## src/rtl/bpu_update_ctrl.sv

```systemverilog
// bpu_update_ctrl
//
// Buffers resolved control-flow outcomes from two execute pipes and retires them to the
// branch predictor tables (BHT/JHT) at most one write per cycle. After reset it first sweeps
// every table index with a clear strobe. It also offers a drain handshake so that fences and
// mode switches can wait for all pending table writes to land.
//
// Ports:
//   clk, reset         clock, synchronous active-high reset
//   u0_* / u1_*        resolved outcomes from pipe 0 / pipe 1 (u1 is younger than u0)
//   upd_ready          both update ports may present this cycle (combinational)
//   stall              table write port busy: hold the current write, dequeue nothing
//   drain_req          stop accepting updates and empty the FIFO
//   drain_done         FIFO empty while draining
//   wr_valid, wr_*     registered table write (head of FIFO from the previous cycle)
//   init_we, init_idx  clear strobe and index during the post-reset sweep
//   drop_cnt           saturating count of updates presented while upd_ready was low
module bpu_update_ctrl #(
    parameter int unsigned DEPTH    = 4,
    parameter int unsigned IDX_BITS = 7
) (
    input  logic                clk,
    input  logic                reset,

    input  logic                u0_valid,
    input  logic [31:0]         u0_pc,
    input  logic [31:0]         u0_dest,
    input  logic [1:0]          u0_kind,
    input  logic                u0_taken,

    input  logic                u1_valid,
    input  logic [31:0]         u1_pc,
    input  logic [31:0]         u1_dest,
    input  logic [1:0]          u1_kind,
    input  logic                u1_taken,

    output logic                upd_ready,
    input  logic                stall,
    input  logic                drain_req,
    output logic                drain_done,

    output logic                wr_valid,
    output logic [31:0]         wr_pc,
    output logic [31:0]         wr_dest,
    output logic [1:0]          wr_kind,
    output logic                wr_taken,

    output logic                init_we,
    output logic [IDX_BITS-1:0] init_idx,
    output logic [7:0]          drop_cnt
);

    localparam int unsigned PTR_W = (DEPTH > 1) ? $clog2(DEPTH) : 1;
    localparam int unsigned CNT_W = PTR_W + 1;

    typedef enum logic [1:0] {
        StInit,
        StRun,
        StDrain
    } state_e;

    // ------------------------------------------------------------------
    // State
    // ------------------------------------------------------------------
    state_e               state_q;
    logic [PTR_W-1:0]     rd_ptr_q;
    logic [PTR_W-1:0]     wr_ptr_q;
    logic [CNT_W-1:0]     count_q;
    logic [IDX_BITS-1:0]  init_idx_q;
    logic [7:0]           drop_cnt_q;

    logic                 wr_valid_q;
    logic [31:0]          wr_pc_q;
    logic [31:0]          wr_dest_q;
    logic [1:0]           wr_kind_q;
    logic                 wr_taken_q;

    // FIFO payload storage; contents are only meaningful between rd_ptr and wr_ptr
    logic [31:0]          pc_mem    [DEPTH];
    logic [31:0]          dest_mem  [DEPTH];
    logic [1:0]           kind_mem  [DEPTH];
    logic                 taken_mem [DEPTH];

    // ------------------------------------------------------------------
    // Combinational control
    // ------------------------------------------------------------------
    logic                 ready_c;
    logic                 enq0;
    logic                 enq1;
    logic [PTR_W-1:0]     u1_slot;
    logic [CNT_W-1:0]     enq_num;
    logic                 deq;
    logic [1:0]           drop_inc;
    logic [8:0]           drop_sum;
    logic [7:0]           drop_cnt_d;
    logic [CNT_W-1:0]     free_slots;

    always_comb begin
        free_slots = CNT_W'(DEPTH) - count_q;

        // Both ports must fit, so readiness needs two free slots regardless of how
        // many ports end up valid. A same-cycle dequeue is deliberately not credited.
        ready_c = (state_q == StRun) && (free_slots >= CNT_W'(2));

        enq0 = ready_c && u0_valid;
        enq1 = ready_c && u1_valid;

        // u1 packs directly behind u0, or into u0's slot when u0 is idle
        u1_slot = wr_ptr_q + PTR_W'(enq0);
        enq_num = CNT_W'(enq0) + CNT_W'(enq1);

        // Count is from before this cycle's enqueue, so a new entry waits one cycle
        deq = (count_q != '0) && (state_q != StInit) && !stall;

        drop_inc = 2'b00;
        if (!ready_c) begin
            drop_inc = {1'b0, u0_valid} + {1'b0, u1_valid};
        end
        drop_sum   = {1'b0, drop_cnt_q} + {7'b0, drop_inc};
        drop_cnt_d = drop_sum[8] ? 8'hFF : drop_sum[7:0];
    end

    // ------------------------------------------------------------------
    // FSM, FIFO control and registered outputs
    // ------------------------------------------------------------------
    always_ff @(posedge clk) begin
        if (reset) begin
            state_q    <= StInit;
            rd_ptr_q   <= '0;
            wr_ptr_q   <= '0;
            count_q    <= '0;
            init_idx_q <= '0;
            drop_cnt_q <= '0;
            wr_valid_q <= 1'b0;
            wr_pc_q    <= '0;
            wr_dest_q  <= '0;
            wr_kind_q  <= '0;
            wr_taken_q <= 1'b0;
        end else begin
            unique case (state_q)
                StInit: begin
                    // Index wraps back to 0 as the sweep finishes
                    init_idx_q <= init_idx_q + 1'b1;
                    if (init_idx_q == {IDX_BITS{1'b1}}) begin
                        state_q <= StRun;
                    end
                end
                StRun: begin
                    if (drain_req) begin
                        state_q <= StDrain;
                    end
                end
                StDrain: begin
                    if (!drain_req) begin
                        state_q <= StRun;
                    end
                end
                default: begin
                    state_q <= StInit;
                end
            endcase

            wr_ptr_q   <= wr_ptr_q + PTR_W'(enq_num);
            rd_ptr_q   <= rd_ptr_q + PTR_W'(deq);
            count_q    <= count_q + enq_num - CNT_W'(deq);
            drop_cnt_q <= drop_cnt_d;

            // Stall freezes the write port outright; the sweep ignores it
            if (deq) begin
                wr_valid_q <= 1'b1;
                wr_pc_q    <= pc_mem[rd_ptr_q];
                wr_dest_q  <= dest_mem[rd_ptr_q];
                wr_kind_q  <= kind_mem[rd_ptr_q];
                wr_taken_q <= taken_mem[rd_ptr_q];
            end else if (!stall || (state_q == StInit)) begin
                wr_valid_q <= 1'b0;
            end
        end
    end

    // Payload storage carries no reset; occupancy is tracked by the pointers and count.
    always_ff @(posedge clk) begin
        if (enq0) begin
            pc_mem[wr_ptr_q]    <= u0_pc;
            dest_mem[wr_ptr_q]  <= u0_dest;
            kind_mem[wr_ptr_q]  <= u0_kind;
            taken_mem[wr_ptr_q] <= u0_taken;
        end
        if (enq1) begin
            pc_mem[u1_slot]    <= u1_pc;
            dest_mem[u1_slot]  <= u1_dest;
            kind_mem[u1_slot]  <= u1_kind;
            taken_mem[u1_slot] <= u1_taken;
        end
    end

    // ------------------------------------------------------------------
    // Outputs
    // ------------------------------------------------------------------
    assign upd_ready  = ready_c;
    assign drain_done = (state_q == StDrain) && (count_q == '0);
    assign init_we    = (state_q == StInit);
    assign init_idx   = init_idx_q;
    assign drop_cnt   = drop_cnt_q;

    assign wr_valid   = wr_valid_q;
    assign wr_pc      = wr_pc_q;
    assign wr_dest    = wr_dest_q;
    assign wr_kind    = wr_kind_q;
    assign wr_taken   = wr_taken_q;

endmodule

```

## config.mk

```make
export PLATFORM = sky130hd
export DESIGN_NAME = bpu_update_ctrl
export DESIGN_NICKNAME = d
export VERILOG_FILES = /design/src/rtl/bpu_update_ctrl.sv
export SDC_FILE = /design/constraint.sdc
export NUM_CORES = 1
export LEC_CHECK = 0
export CAP_MARGIN = 5
export CORE_AREA = 2 2 220 222
export DETAILED_ROUTE_END_ITERATION = 8
export DIE_AREA = 0 0 222 224
export GPL_ROUTABILITY_DRIVEN = 0
export GPL_TIMING_DRIVEN = 0
export PLACE_DENSITY = 0.64
export SKIP_CTS_REPAIR_TIMING = 1
export SYNTH_ARGS = -nofsm -noshare
export SYNTH_HDL_FRONTEND = slang
export SYNTH_SLANG_ARGS = --single-unit
export TNS_END_PERCENT = 50
```

## constraint.sdc

```tcl
create_clock -name clk -period 7.7 [get_ports clk]
set_input_delay 1.54 -clock clk [delete_from_list [all_inputs] [get_ports clk]]
set_output_delay 1.54 -clock clk [all_outputs]
set_load 0.02 [all_outputs]
```

# After elaboration in Yosys (flattened, before gate mapping)
# Memory sizes are Yosys's and may differ from the RTL's. A register that Yosys moved wholly into a read port is not among the register bits.
# Index checks and enable logic that the tools add are counted.
op_classes:
  addsub: 10
  order_cmp: 1
  n_eq_ne: 6
  n_mux: 12
  reduce_logical: 14
op_table:
  columns: ["operator", "count"]
  rows:
  - ["adder 8 x 2 -> 9 bit", 1]
  - ["two-way mux 2 bit", 4]
  - ["two-way mux 8 bit", 1]
  - ["adder 7 x 1 -> 7 bit, second input constant", 1]
  - ["equality test 7 bit, second input constant", 1]
  - ["logical AND 1 bit", 6]
  - ["two-way mux 1 bit", 6]
  - ["case mux 2 bit (3 select lines)", 1]
  - ["adder 1 x 1 -> 2 bit", 2]
  - ["adder 2 x 1 -> 2 bit", 2]
  - ["!= test 2 bit, second input constant", 2]
  - ["nonzero test 2 bit", 2]
  - ["adder 3 x 2 -> 3 bit", 1]
  - [">= comparator 3 x 2 -> 1 bit, second input constant", 1]
  - ["zero test 3 bit", 1]
  - ["AND reduction 3 bit", 1]
  - ["nonzero test 3 bit", 1]
  - ["subtractor 3 x 1 -> 3 bit", 1]
  - ["subtractor 3 bit, first input constant", 1]
  - ["adder 2 bit", 1]
  - ["equality test 2 x 1 -> 1 bit, second input constant", 1]
  - ["equality test 2 bit, second input constant", 1]
  - ["zero test 2 bit", 1]
  - ["!= test 2 x 1 -> 1 bit, second input constant", 1]
  - ["2 further kinds", 2]
totals:
  reg_bits: 25
  mem_bits_rw: 268
  inputBits: 140
  output_inout_bits: 86
  word_cells: 54
  memories: 4
memory_table:
  columns: ["name", "depth", "word_bits", "rd", "rd_ports_with_merged_regs", "write_ports", "line", "source"]
  rows:
  - ["dest_mem", 4, 32, 1, 1, 2, "80", "logic [31:0] dest_mem [DEPTH];"]
  - ["pc_mem", 4, 32, 1, 1, 2, "79", "logic [31:0] pc_mem [DEPTH];"]
  - ["kind_mem", 4, 2, 1, 1, 2, "81", "logic [1:0] kind_mem [DEPTH];"]
  - ["taken_mem", 4, 1, 1, 1, 2, "82", "logic taken_mem [DEPTH];"]

# Depth between registers and ports, before layout
logic_depth:
  depth_word: 7
  mapped_depth: 18
  depth_no_buf: 17

# Worst setup path after synthesis
# Ideal clock, no wire load.
synth_timing:
  path_type: "reg-to-reg"
  start: "register count_q[0]"
  end: "memory dest_mem[2][0], enable pin"
  t_arrival_ns: 5.894
  required_time_ns: 7.186
  path_slack_ns: 1.292
  stages_incl_launch_ff: 13
  cell_sequence: "dfxtp_1 inv_1 ha_1 ha_1 nor3b_4 or2_2 clkbuf_1 inv_1 and2_1 ha_1 nor3b_1 o21ai_0 a21oi_1"
synth_lines:
  columns: ["element", "line", "source"]
  rows:
  - ["start: declaration", "68", "logic [CNT_W-1:0] count_q;"]
  - ["start signal: assignment", "165", "count_q <= count_q + enq_num - CNT_W'(deq);"]
  - ["end: declaration", "80", null]

# Worst setup path in the final report
layout_timing:
  start: "register count_q[0]"
  end: "output port upd_ready"
layout_via:
  elab_chain_cells: 3
layout_lines:
  columns: ["element", "line", "source"]
  rows:
  - ["subtractor 3 bit", "99", "free_slots = CNT_W'(DEPTH) - count_q;"]
  - [">= comparator 3 x 2 -> 1 bit", "103", "ready_c = (state_q == StRun) && (free_slots >= CNT_W'(2));"]
  - ["logical AND 1 bit", "103", null]
  - ["end: declaration", "37", "output logic upd_ready,"]
# Every way passes these cells.

==> metrics.txt <==
outcome complete, but fails checks; failing checks design-rule violations; max-cap violations 0; Place WS 2.811 ns; maximum vdd ir drop 0.1817 mV; EDFF count, synth 268; WHS Path Cells 1; Synth async-reset ratio 0%; #FFs+latches synth 360; gr ovfl total 0; Die Ht 224 um; Slew HR 38.00%; # setup viols final 0; clock skew 0.01668 ns; FF-to-FF path depth 15; DR pass1 iterations 6; vias in the first global route 10380; num rows 80; Worst Path Max Fanout 8; worst path buffer plus inverter count 4; DR vias/cell 5.043; layout cell share with drive strength beyond 1 35.98%; clk buf depth 3; CP Cell Sequence inv_1 -> ha_1 -> ha_1 -> nor3b_4 -> or2_2 -> clkbuf_1 -> inv_1 -> clkdlybuf4s50_1; Mapped Nets 1127; core area 47350 sq um; Final period util 62.02%; Synth area leader edfxtp_1; Slew Limit Fails 0; Crit path max-delay family buffers and inverters; Tightest Pin Transition 0.9299 ns; FMAX 209.4 MHz; synth top area cells edfxtp_1 49%, mux2_2 18%, dfxtp_1 11%; initial core utilization 34.63%; final worst setup slack 2.924 ns; I/O Buffers 225; clk_lat worst skew 0.56 ns; NumNets Final 1410; worst path arrival time 3.24 ns; First DRT Iteration DRCs 618; Critical Path End Type primary output; CTS tree yes; clock root buffer clkbuf_16; H-tree levels 2; register area share after synthesis 60.32%; filler instances 4194; Syn Area/Cell 16.88 sq um; GRT Overall Usage 17.31%; crit path kind reg -> out; number of I/O pins 226; synthesized area 16390 sq um; Finished Layout Cells 1903; area share of the largest cell type after synthesis 49.09%; first-pass GRT wire length 64580 um; CP max-delay cell clkdlybuf4s50_1; vias 9596; RSZ-0062 raised after global routing no; hpwl dp 28840 um; Die ar. 49730 sq um; type of origin of the critical path register; post-route ant nets 0; wirelength, routed 42650 um; Crit path largest cell delay 0.57 ns; largest net degree at the start of global routing 21; # DRC 1; area delta synth->final 29.07%; Syn Inst Count 971; worst endpoint required time 6.16 ns; YS warnings 0; TritonCTS Sinks 360; core occupancy in the finished layout 44.69%; initial antenna violation count 5; Tmin final 4.776 ns; Leak 6.937 nW; Hold WC Path Type reg -> reg; clock buffer count from CTS 42; Placed Cells 1825; Hold Vio Cnt, Final 0; Clock Pin Slew Worst Setup and Hold Paths 0.06 ns; Crit path depth 8; Synth cell types 44; die width 222 um; Power Density 201.2 nW/um^2; Synth Flop Type edfxtp_1; wire per inst 22.41 um
placed cells by master, fill, tap and decap left out, types with 5 or more instances in the layout:
cell type / count
a21oi_1: 13
a22o_1: 68
and2_1: 8
buf_12: 6
buf_16: 8
buf_2: 26
buf_4: 8
buf_6: 9
clkbuf_1: 36
clkbuf_16: 46
clkbuf_8: 8
clkdlybuf4s50_1: 225
dfxtp_1: 92
edfxtp_1: 268
ha_1: 14
inv_1: 17
mux2_2: 267
mux4_2: 67
nand2_1: 10
nor2_1: 10
nor2b_1: 7
nor3_1: 5
o21ai_0: 6
or3_1: 5
xnor2_1: 5
power by group:
part	total, mW	internal, mW	leakage (nW)	switching (mW)
combinational	0.212	0.129	3.12	0.0830
clock	1.96	1.17	0.663	0.793
sequential	2.09	2.08	3.15	0.00413
final timing paths:
path,from,slack (ns),end
max,count_q[0],2.92,upd_ready
min,wr_pc[24],0.48,wr_pc[24]
max reg2reg,count_q[0],2.94,dest_mem[0][8]
min reg2reg,wr_pc[24],0.48,wr_pc[24]
synth_stat cells, types with 2 or more instances:
library cell and n:
a22o_1 68, xnor2_1 5, fa_1 2, nand2_1 10, mux2_1 2, clkbuf_1 21
inv_1 17, nor3_1 5, buf_4 8, nand4_1 2, o21ai_0 6, nor2_1 10
a31oi_1 2, nor2b_1 7, or2_2 2, or3_1 5, ha_1 14, and3b_1 2
mux4_2 67, a21oi_1 17, nor3b_1 2, nand3_1 4, dfxtp_1 92, buf_2 26
and2_1 8, xor2_1 3, mux2_2 267, edfxtp_1 268, nor4_4 3, nand2b_1 2
o21bai_1 3, buf_6 9
layer usage:
| metal | vias up | global-route usage [%] | part of all wire [%] |
|---|---|---|---|
| met4 | 8 | 5.405 | 2.0 |
| li1 | 4464 | - | - |
| met1 | 4841 | 22.06 | 44 |
| met5 | - | 0 | 0.12 |
| met2 | 224 | 29.41 | 49 |
| met3 | 59 | 3.896 | 5.2 |
cell type report:
type | count | area (sq um) | area share (%)
inverter | 17 | 63.81 | 0.3016
sequential | 360 | 9889 | 46.74
multi-input combinational | 529 | 6112 | 28.88
buffer | 65 | 374.1 | 1.768
antenna | 1 | 2.502 | 0.01183
tap | 615 | 769.5 | 3.636
timing repair buffer | 239 | 2592 | 12.25
clock inverter | 8 | 38.79 | 0.1833
clock buffer | 69 | 1318 | 6.226
stage by stage:
stage	total power [mW]	hold WS (ns)	TNS (ns)	instance area, sq um
global route	4.399	0.4971	0	21160
CTS	4.315	0.4797	0	21160
global placement	2.335	0.4605	-679.25	19420
floorplan	2.217	0.4835	0	16390
finish	4.258	0.4764	0	21160
detailed placement	2.340	0.4662	0	19800
registers in the layout, summed over array words and instances (netlist names):
register and count:
dest_mem 128, pc_mem 128, wr_dest 32, wr_pc 32
drop_cnt 8, kind_mem 8, init_idx 7, taken_mem 4
count_q 3, rd_ptr_q 2, state_q 2, wr_kind 2
wr_ptr_q 2, wr_taken 1, wr_valid 1
kinds of logic (layout without fill, tap and decap cells):
kind of cell	after synthesis	in the layout	synth area share, %
fa+ha+maj	16	16	1.313
mux	336	336	27.68
xor+xnor	9	9	0.5266
buf+inv	82	398	2.671
compound gates	99	99	4.709
simple gates	69	69	2.778
flops	360	360	60.32
other cells	0	1	0
Note: power is estimated with default switching activity, not from simulation.
